`src/rtl/icache_responder_if.sv`:
```
// Fetch-side and memory-side signal bundle of the instruction cache responder.
// The cache end takes the slave view; the datapath/memory environment takes the master view.
interface icache_responder_if;
    logic        imemREN;
    logic [31:0] imemaddr;
    logic        ihit;
    logic [31:0] imemload;
    logic        invalidate;
    logic        iREN;
    logic [31:0] iaddr;
    logic        iwait;
    logic [31:0] iload;
    logic [15:0] hit_count;
    logic [15:0] miss_count;

    modport slave (
        input  imemREN, imemaddr, invalidate, iwait, iload,
        output ihit, imemload, iREN, iaddr, hit_count, miss_count
    );

    modport master (
        output imemREN, imemaddr, invalidate, iwait, iload,
        input  ihit, imemload, iREN, iaddr, hit_count, miss_count
    );
endinterface

```
`src/rtl/icache_responder.sv`:
```
// Direct-mapped, one-word-per-frame instruction cache with a blocking miss fill
// from the memory controller, a global invalidate and hit/miss counters.
module icache_responder #(
    parameter int          FRAMES  = 16,
    parameter logic [31:0] PC_INIT = 32'h0000_0000
) (
    input  logic              CLK,
    input  logic              nRST,
    icache_responder_if.slave bus
);
    localparam int IW = $clog2(FRAMES);
    localparam int TW = 32 - IW - 2;

    localparam logic [0:0] IDLE = 1'b0;
    localparam logic [0:0] FILL = 1'b1;

    logic [0:0]        state;
    logic [0:0]        state_next;
    logic [FRAMES-1:0] valid;
    logic [TW-1:0]     tag_mem  [FRAMES];
    logic [31:0]       data_mem [FRAMES];
    logic [31:2]       fill_word;
    logic [15:0]       hits;
    logic [15:0]       misses;

    logic [TW-1:0]     req_tag;
    logic [IW-1:0]     req_idx;
    logic [TW-1:0]     fill_tag;
    logic [IW-1:0]     fill_idx;
    logic              match;
    logic              hit;
    logic              miss_start;
    logic              fill_done;

    assign req_tag  = bus.imemaddr[31:IW+2];
    assign req_idx  = bus.imemaddr[IW+1:2];
    assign fill_tag = fill_word[31:IW+2];
    assign fill_idx = fill_word[IW+1:2];

    assign match      = valid[req_idx] && (tag_mem[req_idx] == req_tag);
    assign hit        = bus.imemREN && match && (state == IDLE) && !bus.invalidate;
    assign miss_start = bus.imemREN && !match && !bus.invalidate && (state == IDLE);
    assign fill_done  = (state == FILL) && !bus.iwait;

    always_comb begin
        state_next = state;
        case (state)
            IDLE:    if (miss_start) state_next = FILL;
            FILL:    if (!bus.iwait) state_next = IDLE;
            default: state_next = IDLE;
        endcase
    end

    // Control state: FSM, valid bits, fill address and counters.
    always_ff @(posedge CLK) begin
        if (nRST) begin
            state     <= IDLE;
            valid     <= '0;
            fill_word <= PC_INIT[31:2];
            hits      <= 16'h0000;
            misses    <= 16'h0000;
        end else begin
            state <= state_next;
            if (hit)
                hits <= hits + 16'h0001;
            if (miss_start) begin
                fill_word <= {req_tag, req_idx};
                misses    <= misses + 16'h0001;
            end
            // Invalidate wins over a coincident fill so the new frame stays invalid.
            if (bus.invalidate)
                valid <= '0;
            else if (fill_done)
                valid[fill_idx] <= 1'b1;
        end
    end

    // Tag/data arrays carry no reset; a write during reset is dropped with the fill.
    always_ff @(posedge CLK) begin
        if (fill_done && !nRST) begin
            tag_mem[fill_idx]  <= fill_tag;
            data_mem[fill_idx] <= bus.iload;
        end
    end

    assign bus.ihit       = hit;
    assign bus.imemload   = hit ? data_mem[req_idx] : 32'h0000_0000;
    assign bus.iREN       = (state == FILL);
    assign bus.iaddr      = (state == FILL) ? {fill_word, 2'b00} : 32'h0000_0000;
    assign bus.hit_count  = hits;
    assign bus.miss_count = misses;

endmodule

```
`src/flat_wrapper.sv`:
```
// flat-port wrapper written by rule: the top's interface ports become plain ports
module icache_responder_flat 
#(
    parameter int          FRAMES  = 16,
    parameter logic [31:0] PC_INIT = 32'h0000_0000
)
  (CLK, nRST, bus_imemREN, bus_imemaddr, bus_invalidate, bus_iwait, bus_iload, bus_ihit, bus_imemload, bus_iREN, bus_iaddr, bus_hit_count, bus_miss_count);
  icache_responder_if bus_i ();
  input  logic CLK;
  input  logic nRST;
  input wire logic [$bits(bus_i.imemREN)-1:0] bus_imemREN;
  input wire logic [$bits(bus_i.imemaddr)-1:0] bus_imemaddr;
  input wire logic [$bits(bus_i.invalidate)-1:0] bus_invalidate;
  input wire logic [$bits(bus_i.iwait)-1:0] bus_iwait;
  input wire logic [$bits(bus_i.iload)-1:0] bus_iload;
  output wire logic [$bits(bus_i.ihit)-1:0] bus_ihit;
  output wire logic [$bits(bus_i.imemload)-1:0] bus_imemload;
  output wire logic [$bits(bus_i.iREN)-1:0] bus_iREN;
  output wire logic [$bits(bus_i.iaddr)-1:0] bus_iaddr;
  output wire logic [$bits(bus_i.hit_count)-1:0] bus_hit_count;
  output wire logic [$bits(bus_i.miss_count)-1:0] bus_miss_count;
  assign bus_i.imemREN = bus_imemREN;
  assign bus_i.imemaddr = bus_imemaddr;
  assign bus_i.invalidate = bus_invalidate;
  assign bus_i.iwait = bus_iwait;
  assign bus_i.iload = bus_iload;
  assign bus_ihit = bus_i.ihit;
  assign bus_imemload = bus_i.imemload;
  assign bus_iREN = bus_i.iREN;
  assign bus_iaddr = bus_i.iaddr;
  assign bus_hit_count = bus_i.hit_count;
  assign bus_miss_count = bus_i.miss_count;
  icache_responder #(.FRAMES(FRAMES), .PC_INIT(PC_INIT)) u_core (.CLK(CLK), .nRST(nRST), .bus(bus_i));
endmodule
```
`config.mk`:
```
export PLATFORM = sky130hd
export DESIGN_NAME = icache_responder_flat
export DESIGN_NICKNAME = d
export VERILOG_FILES = /design/src/rtl/icache_responder_if.sv /design/src/rtl/icache_responder.sv /design/src/flat_wrapper.sv
export SDC_FILE = /design/constraint.sdc
export NUM_CORES = 1
export LEC_CHECK = 0
export BUFFER_PORTS_ARGS = -buffer_cell sky130_fd_sc_hd__buf_2
export CORE_AREA = 2 2 271 273
export DETAILED_ROUTE_END_ITERATION = 12
export DIE_AREA = 0 0 273 275
export PLACE_DENSITY_LB_ADDON = 0.05
export SLEW_MARGIN = 20
export SYNTH_ARGS = -nofsm -noshare
export SYNTH_HDL_FRONTEND = slang
export SYNTH_SLANG_ARGS = --single-unit
```
`constraint.sdc`:
```
create_clock -name CLK -period 5.8 [get_ports CLK]
set_input_delay 0.58 -clock CLK [delete_from_list [all_inputs] [get_ports CLK]]
set_output_delay 0.58 -clock CLK [all_outputs]
set_load 0.01 [all_outputs]
```
# After elaboration in Yosys (flattened, before gate mapping)
# Memory sizes are Yosys's and may differ from the RTL's.
# Index checks and enable logic that the tools add are counted.
op_classes:
  muxes: 11
  addsub: 2
  n_reduce_logical: 15
  eq_ne: 1
  n_lt_le_gt_ge: 3
  bitwise: 2
op_table:
  columns: ["cell", "count"]
  rows:
  - ["32-bit two-way mux", 2]
  - ["16-bit by 1-bit adder with 16-bit output, second input constant", 2]
  - ["26-bit == test", 1]
  - ["16-bit OR", 1]
  - ["1-bit logical AND", 10]
  - ["4-bit by 5-bit less-than comparator with 1-bit output, second input constant", 2]
  - ["1-bit two-way mux", 6]
  - ["1-bit binary-select mux with 4-bit select", 1]
  - ["1-bit demux with 4-bit select", 1]
  - ["4-bit by 1-bit greater-or-equal comparator with 1-bit output, second input constant", 1]
  - ["1-bit zero test", 4]
  - ["1-bit one-hot mux with 2 select lines", 1]
  - ["2-bit OR reduction", 1]
  - ["1-bit inverter", 1]
word_totals:
  output_inout_bits: 98
  n_memories: 2
  ramBits: 928
  word_cells: 41
  ff_bits: 79
memory_table:
  columns: ["name", "words", "width", "rd", "rd_ports_with_merged_regs", "wr", "line", "text"]
  rows:
  - ["u_core.data_mem", 16, 32, 1, 0, 1, "icache_responder.sv:21", "logic [31:0] data_mem [FRAMES];"]
  - ["u_core.tag_mem", 16, 26, 1, 0, 1, "icache_responder.sv:20", "logic [TW-1:0] tag_mem [FRAMES];"]

# Depth between registers and ports, before layout
# Gate-level depths: netlist of the first run.
depth:
  ltp_word: 9
  ltp_mapped: 16
  mapped_depth_nobuf: 9

# Least setup slack after synthesis of the first run
# OpenSTA, ideal clock, no wires.
synth_timing:
  path_kind: "register to register"
  start: "register u_core.state, in the netlist u_core.bus.iREN"
  end: "memory u_core.data_mem[3][0] (enable)"
  path_slack_ns: 0.257
  t_arrival_ns: 4.997
  stages_incl_launch_ff: 5
  setup_time_ns: 0.545
  path_buffers: 0
  period_less_slack_ns: 5.543
  path_cell_list: "dfxtp_1 > and2_1 > and3b_1 > nand2b_1 > nor3_1"
synth_between:
  elab_chain_len: 4
synth_lines:
  columns: ["element", "line", "text"]
  rows:
  - ["start, declared", "icache_responder.sv:17", "logic [0:0] state;"]
  - ["start signal, assigned", "icache_responder.sv:63", "state <= state_next;"]
  - ["1-bit logical AND", "icache_responder.sv:43", "assign fill_done = (state == FILL) && !bus.iwait;"]
  - ["1-bit logical AND", "icache_responder.sv:80", "if (fill_done && !nRST) begin"]
  - ["1-bit two-way mux", "icache_responder.sv:80", null]
  - ["1-bit two-way mux (not written as such)", "icache_responder.sv:82", "data_mem[fill_idx] <= bus.iload;"]
  - ["end, declared", "icache_responder.sv:21", null]
# Every way passes these cells.

# Worst setup path after layout of the first run
layout_timing:
  start: "input bus_imemaddr[3]"
  end: "output bus_imemload[6]"
layout_between:
  elab_chain_len: 7
layout_lines:
  columns: ["element", "line", "text"]
  rows:
  - ["start, declared", "flat_wrapper.sv:12", "input wire logic [$bits(bus_i.imemaddr)-1:0] bus_imemaddr;"]
  - ["memory read 16 x 26 bit / 1-bit binary-select mux with 4-bit select (equally long branches)", null, null]
  - ["26-bit == test / 1-bit two-way mux (equally long branches)", "icache_responder.sv:40", "assign match = valid[req_idx] && (tag_mem[req_idx] == req_tag);"]
  - ["1-bit logical AND", "icache_responder.sv:40", null]
  - ["1-bit logical AND (3 in a row)", "icache_responder.sv:41", "assign hit = bus.imemREN && match && (state == IDLE) && !bus.invalidate;"]
  - ["32-bit two-way mux (*)", "icache_responder.sv:87", "assign bus.imemload = hit ? data_mem[req_idx] : 32'h0000_0000;"]
  - ["end, declared", "flat_wrapper.sv:17", "output wire logic [$bits(bus_i.imemload)-1:0] bus_imemload;"]
# Every way passes the cells marked *; elsewhere a longest branch is shown, timed or not. The select of a mux whose other input is x is not followed.

==> results of run 1 <==
stage by stage:
stage	util [%]	total power (µW)	cell area (µm²)
floorplan	-	8540	39500
global placement	57.4	8750	41500
detailed placement	57.4	8770	41500
CTS	62.3	15600	45100
global route	62.3	15900	45100
finish	62.3	15500	45100
area by class of cell:
type	count	area share, %
clock inverter	61	1.69
antenna	3	0.0166
timing repair buffer	215	2.87
inverter	11	0.0971
tap	959	2.66
sequential	1007	65.3
clock buffer	126	6.15
multi-input combinational	771	21.2
power groups by stage:
stage	clock network [µW]	logic (µW)	registers [µW]
floorplan	0	423	8120
finish	6860	615	7990
global route	7260	663	7990
CTS	6980	628	7990
global placement	0	617	8140
detailed placement	0	625	8140
layout by cell type (no fill, tap or decap), types with 18 or more instances in the layout:
master	Yosys	layout
clkbuf_16	0	104
a21oi_1	36	36
dfxtp_1	79	79
mux2i_1	73	73
buf_2	22	159
and2_1	33	33
nor2b_1	50	50
nand2_1	31	31
nor2_1	86	71
clkinv_1	1	20
bufinv_16	0	18
edfxtp_1	928	928
buf_4	8	49
clkinv_2	0	20
mux4_2	274	274
path summary, 6_finish.rpt:
kind,start,to,slack [ns],cells after the start
setup / recovery,bus_imemaddr[3],bus_imemload[6],0.88,11
hold reg to reg,u_core.valid[10]$_SDFFE_PP0P_,u_core.valid[10]$_SDFFE_PP0P_,0.47,2
setup reg to reg,u_core.tag_mem[7][1]$_DFFE_PP_,u_core.bus.hit_count[7]$_SDFFE_PP0P_,2.00,9
hold / removal,bus_imemaddr[29],u_core.fill_word[29]$_SDFFE_PP0P_,0.20,3
state kept, by name, indices dropped and copies added, names as in the netlist:
register / count
u_core.fill_word: 30
u_core.bus.miss_count: 16
u_core.tag_mem: 416
u_core.valid: 16
u_core.bus.iREN: 1
u_core.data_mem: 512
u_core.bus.hit_count: 16
logic make-up (layout without fill, tap and decap cells):
family	Yosys count	in the layout	synth area share, %
DFF	1007	1007	74.6
muxes	354	354	17.7
and+or+nand+nor	299	299	4.09
buffers and inverters	111	413	1.52
AOI/OAI and AO/OA	82	82	1.30
xor gates and xnor gates	32	32	0.710
adders and majority gates	2	2	0.0634
other	1	5	0.00950
per-layer routing:
layer  vias to the layer above  wire [µm]
li1                       8224          -
met1                     10300      37600
met2                       630      45500
met3                       119       5450
met4                         4       1620
met5                         -         21
worst register-to-register path: cells and delay by family (launching register included):
| kind | cells | cell delay (ns) |
|---|---|---|
| xor+xnor | 1 | 0.24 |
| mux | 2 | 0.84 |
| simple gates | 5 | 2.03 |
| compound gates | 1 | 0.21 |
| flops | 1 | 0.37 |
==> metrics.log, run 1 <==
[metrics] result of the run: finished clean
[metrics] Syn. warnings: 0
[metrics] slew margin rel.: 27.4%
[metrics] Filler Cells Inserted: between 5000 and 6000
[metrics] final worst hold slack: roughly 0.2 ns
[metrics] most repeated cell in the gate-level netlist after synthesis: edfxtp_1
[metrics] sequential share of power: between 50% and 60%
[metrics] CP Class: input port to primary output
[metrics] Post-DRT Antenna Nets: 0
[metrics] Crit path max-delay family: multiplexers
[metrics] number of optimization iterations in the first detailed-route pass: 5
[metrics] smallest setup slack after layout: 0.879 ns
[metrics] buffers from clock root to sink, at most: 3
[metrics] total standard cell area after synthesis: between 30000 and 40000 µm²
[metrics] areal power density over the cells: 343 nW/µm²
[metrics] category of the worst setup path launch point: input port
[metrics] Clock Sinks: around 1000
[metrics] Placed Instances: 2963
[metrics] post-CTS repair timing setup buffer count: 0
[metrics] overall die area: around 75000 µm²
[metrics] Most Used Layer, Global Route: met2
[metrics] leakage power: between 0.01 and 0.015 µW
[metrics] total internal power: between 10000 and 15000 µW
[metrics] final routed wirelength across all metal layers: 90200 µm
[metrics] number of slew-limit violations in the final report: 0
[metrics] critical path endpoint category: primary output
[metrics] cell accounting for the most synthesized area: edfxtp_1
[metrics] input/output buffers: about 160
[metrics] proportion of netlist area held by the largest area contributor: 70.6%
[metrics] Clock Root Buffer: clkbuf_16
[metrics] Total GRT Usage: between 20% and 30%
[metrics] CP cell instances: buf_4 -> mux4_2 -> mux4_2 -> xnor2_1 -> nand4_1 -> a2111oi_4 -> and4_4 -> nand3_2 -> buf_4 -> nor2b_1 -> buf_2
[metrics] antenna violations before repair: 4
[metrics] HPWL after detailed placement: 47600 µm
[metrics] share of layout cells above drive strength 1: a little under a third
[metrics] CTS clock-pin slew for the worst setup and hold paths: approximately 0.060 ns
[metrics] sum of negative setup slack: 0 ns
[metrics] mean post-synth cell area: ~21 µm²
[metrics] CTS Buf Count: 101
[metrics] synthesis-to-layout area growth: 14.2%
[metrics] vias in the first global route: around 20000
[metrics] count of buffering cells on the critical path with inverters included: 3
[metrics] initial core utilization: a little over half
[metrics] number of rows in the core area: 99
[metrics] number of design rule violations left after detail routing: 0
[metrics] number of enable-type register cells in the synthesized netlist: slightly above 900
[metrics] I/O pins: between 150 and 200
[metrics] Die Wd: about 270 µm
[metrics] First DRT Iteration DRCs: 2004
[metrics] global-route wire length before repair: roughly 130000 µm
[metrics] met2 GRT Util: between 40% and 50%
[metrics] Cells after Synth: 1888
[metrics] met1 routing resource usage after global routing: 34.2%
[metrics] global routing usage on met3: approximately 3.4%
[metrics] sw frac: ~20%
[metrics] TritonCTS clock tree: built
[metrics] FF+latch count, synth: slightly above 1000
[metrics] number of vias in the routed layout: between 15000 and 20000
[metrics] part of the cycle the worst path needs: ~85%
[metrics] final worst path period need: 4.92 ns
[metrics] placeable core region: slightly above 70000 µm²
[metrics] Hold Fails Final Rpt: 0
[metrics] number of hold buffers added after cts: 0
[metrics] final routed wire length divided by cell count: approximately 29 µm
[metrics] delay of the slowest cell on the worst path: 0.62 ns
[metrics] proportion of synthesized chip area in sequential cells: around three quarters
[metrics] biggest area contributors in the synthesized netlist: edfxtp_1 71%, mux4_2 16%, dfxtp_1 4.0%, mux2i_1 1.9%, nor2_1 0.82%
[metrics] clock latency on the worst-skew pair: about 0.65 ns
[metrics] commonest cells in the synthesized netlist: 928 x edfxtp_1, 274 x mux4_2, 86 x nor2_1, 79 x dfxtp_1, 73 x mux2i_1
[metrics] unrepaired setup endpoints after global routing: no
[metrics] Net count, final: 2178
[metrics] maximum operating frequency: between 200 and 250 MHz
[metrics] top fanout value on the critical path: 42
[metrics] final setup violating endpoints: 0
[metrics] global placer's final weighted congestion: 0.798
[metrics] H-tree depth reported by CTS: 3
[metrics] Clock Power Share: between 40% and 50%
[metrics] ys async rst share: 0%
[metrics] Die Y: approximately 280 µm
[metrics] Slowest-stage cell, CP: buf_4
[metrics] multi-input combinational cell area: 9560 µm²
[metrics] Logic pwr share: about 4%
[metrics] CTS-repair resized insts: 0
[metrics] filler-free cell count of the finished design: between 3000 and 4000
[metrics] most common flop cell mapped by yosys: edfxtp_1
[metrics] Worst Max-Slew Pin Slew: 1.09 ns
[metrics] post-synth cell types: just under 60
[metrics] peak supply drop: between 300 and 400 µV
[metrics] mean number of vias per cell: slightly above 6
[metrics] Post-Place Setup Slack: around 0.82 ns
[metrics] class of the tightest hold or removal check: input port to register
[metrics] clk_skew: about 0.020 ns
[metrics] pin count of the biggest net entering global routing: between 90 and 100
[metrics] remaining global-route overflow: 0
[metrics] Switch Pwr: 3070 µW
[metrics] max_cap viols: 0
[metrics] flip-flop and latch area: approximately 30000 µm²
[metrics] Required @ worst endpoint: 5.22 ns
[metrics] arrival time at the worst endpoint: approximately 4.3 ns
Power figures use the tool's default switching activity.
==> run 2, diff against run 1 <==
ABC_AREA = 1   (was unset)
CORE_AREA = 2 2 281 283   (was 2 2 271 273)
DIE_AREA = 0 0 283 285   (was 0 0 273 275)
clock period = 4.07 ns   (was 5.8 ns; I/O delays follow)
==> metrics.log, run 2 <==
[metrics] number of slew-limit violations in the final report: 0 (unchanged)
[metrics] TritonCTS clock tree: built
[metrics] overall die area: 80700 µm² (+7.4%)
[metrics] top fanout value on the critical path: 39 (-7.1%)
[metrics] HPWL after detailed placement: 58900 µm (+24%)
[metrics] number of flip-flops in the largest register: 512 (unchanged)
[metrics] leading cell type in the layout, fill and taps excluded: nand2_1
[metrics] CP cell instances: clkbuf_8 -> inv_8 -> buf_4 -> nor2_1 -> o21ai_1 -> nand3_1 -> nand3_1 -> nand2_1 -> nand2_1 -> inv_1 -> nor2_1 -> nand2_1 -> nor2_1 -> nand2_1 -> nor2_4 -> nand3_2 -> buf_12 -> a21oi_1 -> buf_2
[metrics] class of the tightest hold or removal check: input port to register
[metrics] Die Wd: 283 µm (+3.7%)
[metrics] placeable core region: 78000 µm² (+7.8%)
[metrics] CTS clock-pin slew for the worst setup and hold paths: 0.06 ns (about the same)
[metrics] cell accounting for the most synthesized area: edfxtp_1
[metrics] Filler Cells Inserted: 6299 (+23%)
[metrics] most used cell, CP: nand2_1
[metrics] Slowest-stage cell, CP: a21oi_1
[metrics] most common flop cell mapped by yosys: edfxtp_1
[metrics] Post-DRT Antenna Nets: 0 (unchanged)
[metrics] clock latency on the worst-skew pair: 0.66 ns (about the same)
[metrics] most repeated cell in the gate-level netlist after synthesis: nand2_1
[metrics] proportion of synthesized chip area in sequential cells: 69.3% (-5.3 points)
[metrics] number of enable-type register cells in the synthesized netlist: 928 (unchanged)
[metrics] FF+latch count, synth: 1007 (unchanged)
[metrics] result of the run: finished clean
[metrics] final setup violating endpoints: 0 (unchanged)
[metrics] I/O pins: 167 (unchanged)
[metrics] biggest area contributors in the synthesized netlist: edfxtp_1 66%, nand2_1 10%, nand3_1 3.9%, dfxtp_1 3.7%, inv_1 3.6%
[metrics] Clock Sinks: 1007 (unchanged)
[metrics] Required @ worst endpoint: 3.66 ns (-1.56 ns)
[metrics] Post-Place Setup Slack: 0.299 ns (-0.518 ns)
[metrics] antenna violations before repair: 7 (+3)
[metrics] final routed wirelength across all metal layers: 113000 µm (+25%)
[metrics] remaining global-route overflow: 0 (unchanged)
[metrics] final worst path period need: ~3.8 ns
[metrics] total standard cell area after synthesis: 42500 µm² (+7.6%)
[metrics] ys async rst share: 0% (unchanged)
[metrics] initial core utilization: 54.5% (-0.071 points)
[metrics] global-route wire length before repair: 170000 µm (+29%)
[metrics] flip-flop and latch area: 29400 µm² (about the same)
[metrics] CTS Buf Count: 102 (+0.99%)
[metrics] Crit path max-delay family: simple AND/OR/NAND/NOR gates
[metrics] H-tree depth reported by CTS: 3 (unchanged)
[metrics] mean number of vias per cell: 5.63 (-7.9%)
[metrics] peak supply drop: 414 µV (+36%)
[metrics] smallest setup slack after layout: 0.238 ns (-0.641 ns)
[metrics] input/output buffers: 162 (unchanged)
[metrics] leading registers by flop count: u_core.data_mem: 512 flops, u_core.tag_mem: 416 flops, u_core.fill_word: 30 flops
[metrics] filler-free cell count of the finished design: 5184 (+64%)
[metrics] synthesis-to-layout area growth: 13.1%
[metrics] mean post-synth cell area: 10.8 µm² (-48%)
[metrics] unrepaired setup endpoints after global routing: no
[metrics] commonest cells in the synthesized netlist: 1127 x nand2_1, 928 x edfxtp_1, 405 x inv_1, 335 x nand3_1, 284 x a21oi_1
[metrics] post-synth cell types: 36 (-38%)
[metrics] count of buffering cells on the critical path with inverters included: 6 (+3)
[metrics] number of vias in the routed layout: 29200 (+51%)
[metrics] maximum operating frequency: between 200 and 300 MHz
[metrics] share of layout cells above drive strength 1: 10.7% (-20 points)
[metrics] Syn. warnings: 0 (unchanged)
[metrics] top routing layer in use: met5
[metrics] number of design rule violations left after detail routing: 0 (unchanged)
[metrics] slew margin rel.: 19.8% (-7.6 points)
[metrics] Placed Instances: 4992 (+68%)
[metrics] post-CTS repair timing setup buffer count: 0 (unchanged)
[metrics] final routed wire length divided by cell count: 21.7 µm (-24%)
[metrics] First DRT Iteration DRCs: 3002 (+50%)
[metrics] number of hold buffers added after cts: 0 (unchanged)
[metrics] global placer's final weighted congestion: 0.877 (+10%)
[metrics] leakage power: 0.0187 µW (+28%)
[metrics] Clock Root Buffer: clkbuf_16
[metrics] CP Class: input port to primary output
[metrics] Cells after Synth: 3921 (+110%)
[metrics] buffers from clock root to sink, at most: 3 (unchanged)
[metrics] pin count of the biggest net entering global routing: 209 (+110%)
[metrics] clk_skew: 0.0311 ns (+0.0115 ns)
[metrics] leading cell types in the layout, fill and taps excluded: 1126 x nand2_1, 928 x edfxtp_1, 404 x inv_1, 335 x nand3_1, 284 x a21oi_1
[metrics] CTS-repair resized insts: 0 (unchanged)
[metrics] final worst hold slack: 0.0484 ns (-0.149 ns)
[metrics] met2 routed WL: 54300 µm (+19%)
[metrics] arrival time at the worst endpoint: 3.43 ns (-0.91 ns)
[metrics] delay of the slowest cell on the worst path: 0.36 ns (-0.26 ns)
[metrics] vias in the first global route: 27600 (+40%)
[metrics] multi-input combinational cell area: 10500 µm² (+9.9%)
[metrics] part of the cycle the worst path needs: 94.2%
[metrics] critical path endpoint category: primary output
[metrics] Total GRT Usage: 27.8% (+3.4 points)
[metrics] register with the most flip-flops: u_core.data_mem
[metrics] Net count, final: 4117 (+89%)
[metrics] post-route core utilization: 61.6% (-0.71 points)
[metrics] Hold Fails Final Rpt: 0 (unchanged)
[metrics] proportion of netlist area held by the largest area contributor: 65.6% (-5.0 points)
[metrics] areal power density over the cells: 454 nW/µm² (+32%)
[metrics] number of optimization iterations in the first detailed-route pass: 5 (unchanged)
[metrics] met1 layer wirelength in the final routing: 48200 µm (+28%)
[metrics] sum of negative setup slack: 0 ns (unchanged)
[metrics] Worst Max-Slew Pin Slew: 1.20 ns (+0.114 ns)
[metrics] total length of routed met3 wires: 7710 µm (+41%)
[metrics] category of the worst setup path launch point: input port
[metrics] number of rows in the core area: 103 (+4.0%)
[metrics] Die Y: 285 µm (+3.6%)
[metrics] max_cap viols: 0 (unchanged)
run 2: metrics by stage:
stage	power, µW	cell area, µm²
finish	21800	48000
global route	22400	48000
CTS	21900	48000
detailed placement	12900	44800
global placement	12900	44800
floorplan	12400	42500
run 2: cell type report:
cell class | instances | share of cell area (%)
Sequential cell | 1007 | 61.3
Multi-Input combinational cell | 2267 | 21.9
Clock buffer | 136 | 5.64
Timing Repair Buffer | 259 | 4.09
Inverter | 409 | 3.26
Tap cell | 1050 | 2.73
Clock inverter | 54 | 1.10
Antenna cell | 2 | 0.0104
run 2: metal layers:
metal / vias to the layer above / GRT usage [%]
met5: - / 0
met4: 12 / 7.26
met3: 166 / 3.70
met2: 1048 / 46.0
met1: 14200 / 39.1
li1: 13800 / -
run 2: power breakdown:
| group | total [µW] | internal [µW] | switching, µW |
|---|---|---|---|
| Combinational | 1260 | 369 | 892 |
| Sequential | 11400 | 11300 | 97.5 |
| Clock | 9100 | 5200 | 3900 |
| Total | 21800 | 16900 | 4890 |
run 2: path summary, 6_finish.rpt:
| kind | depth (start not counted) | startpoint | end | slack, ns |
|---|---|---|---|---|
| setup / recovery | 19 | bus_imemaddr[3] | bus_imemload[14] | 0.24 |
| hold / removal | 3 | bus_iwait | u_core.bus.iREN$_SDFF_PP0_ | 0.05 |
| setup reg to reg | 6 | u_core.bus.iREN$_SDFF_PP0_ | u_core.tag_mem[7][0]$_DFFE_PP_ | 1.22 |
| hold reg to reg | 2 | u_core.valid[0]$_SDFFE_PP0P_ | u_core.valid[0]$_SDFFE_PP0P_ | 0.45 |
run 2: cell families after synthesis:
group                    Yosys count  share of synthesized area, %
flip-flops                      1007                          69.3
AND/OR/NAND/NOR                 1741                          16.9
buffers and inverters            648                          6.28
XOR/XNOR                           2                        0.0412
adder cells (fa/ha/maj)            2                        0.0589
AO/OA/AOI/OAI                    520                          7.43
other                              1                       0.00882
run 2: worst reg2reg max path: cells and delay by family (launching register included):
| family | cells | cell delay, ns |
|---|---|---|
| DFF | 1 | 0.32 |
| and+or+nand+nor | 4 | 1.02 |
| buffers and inverters | 2 | 1.09 |
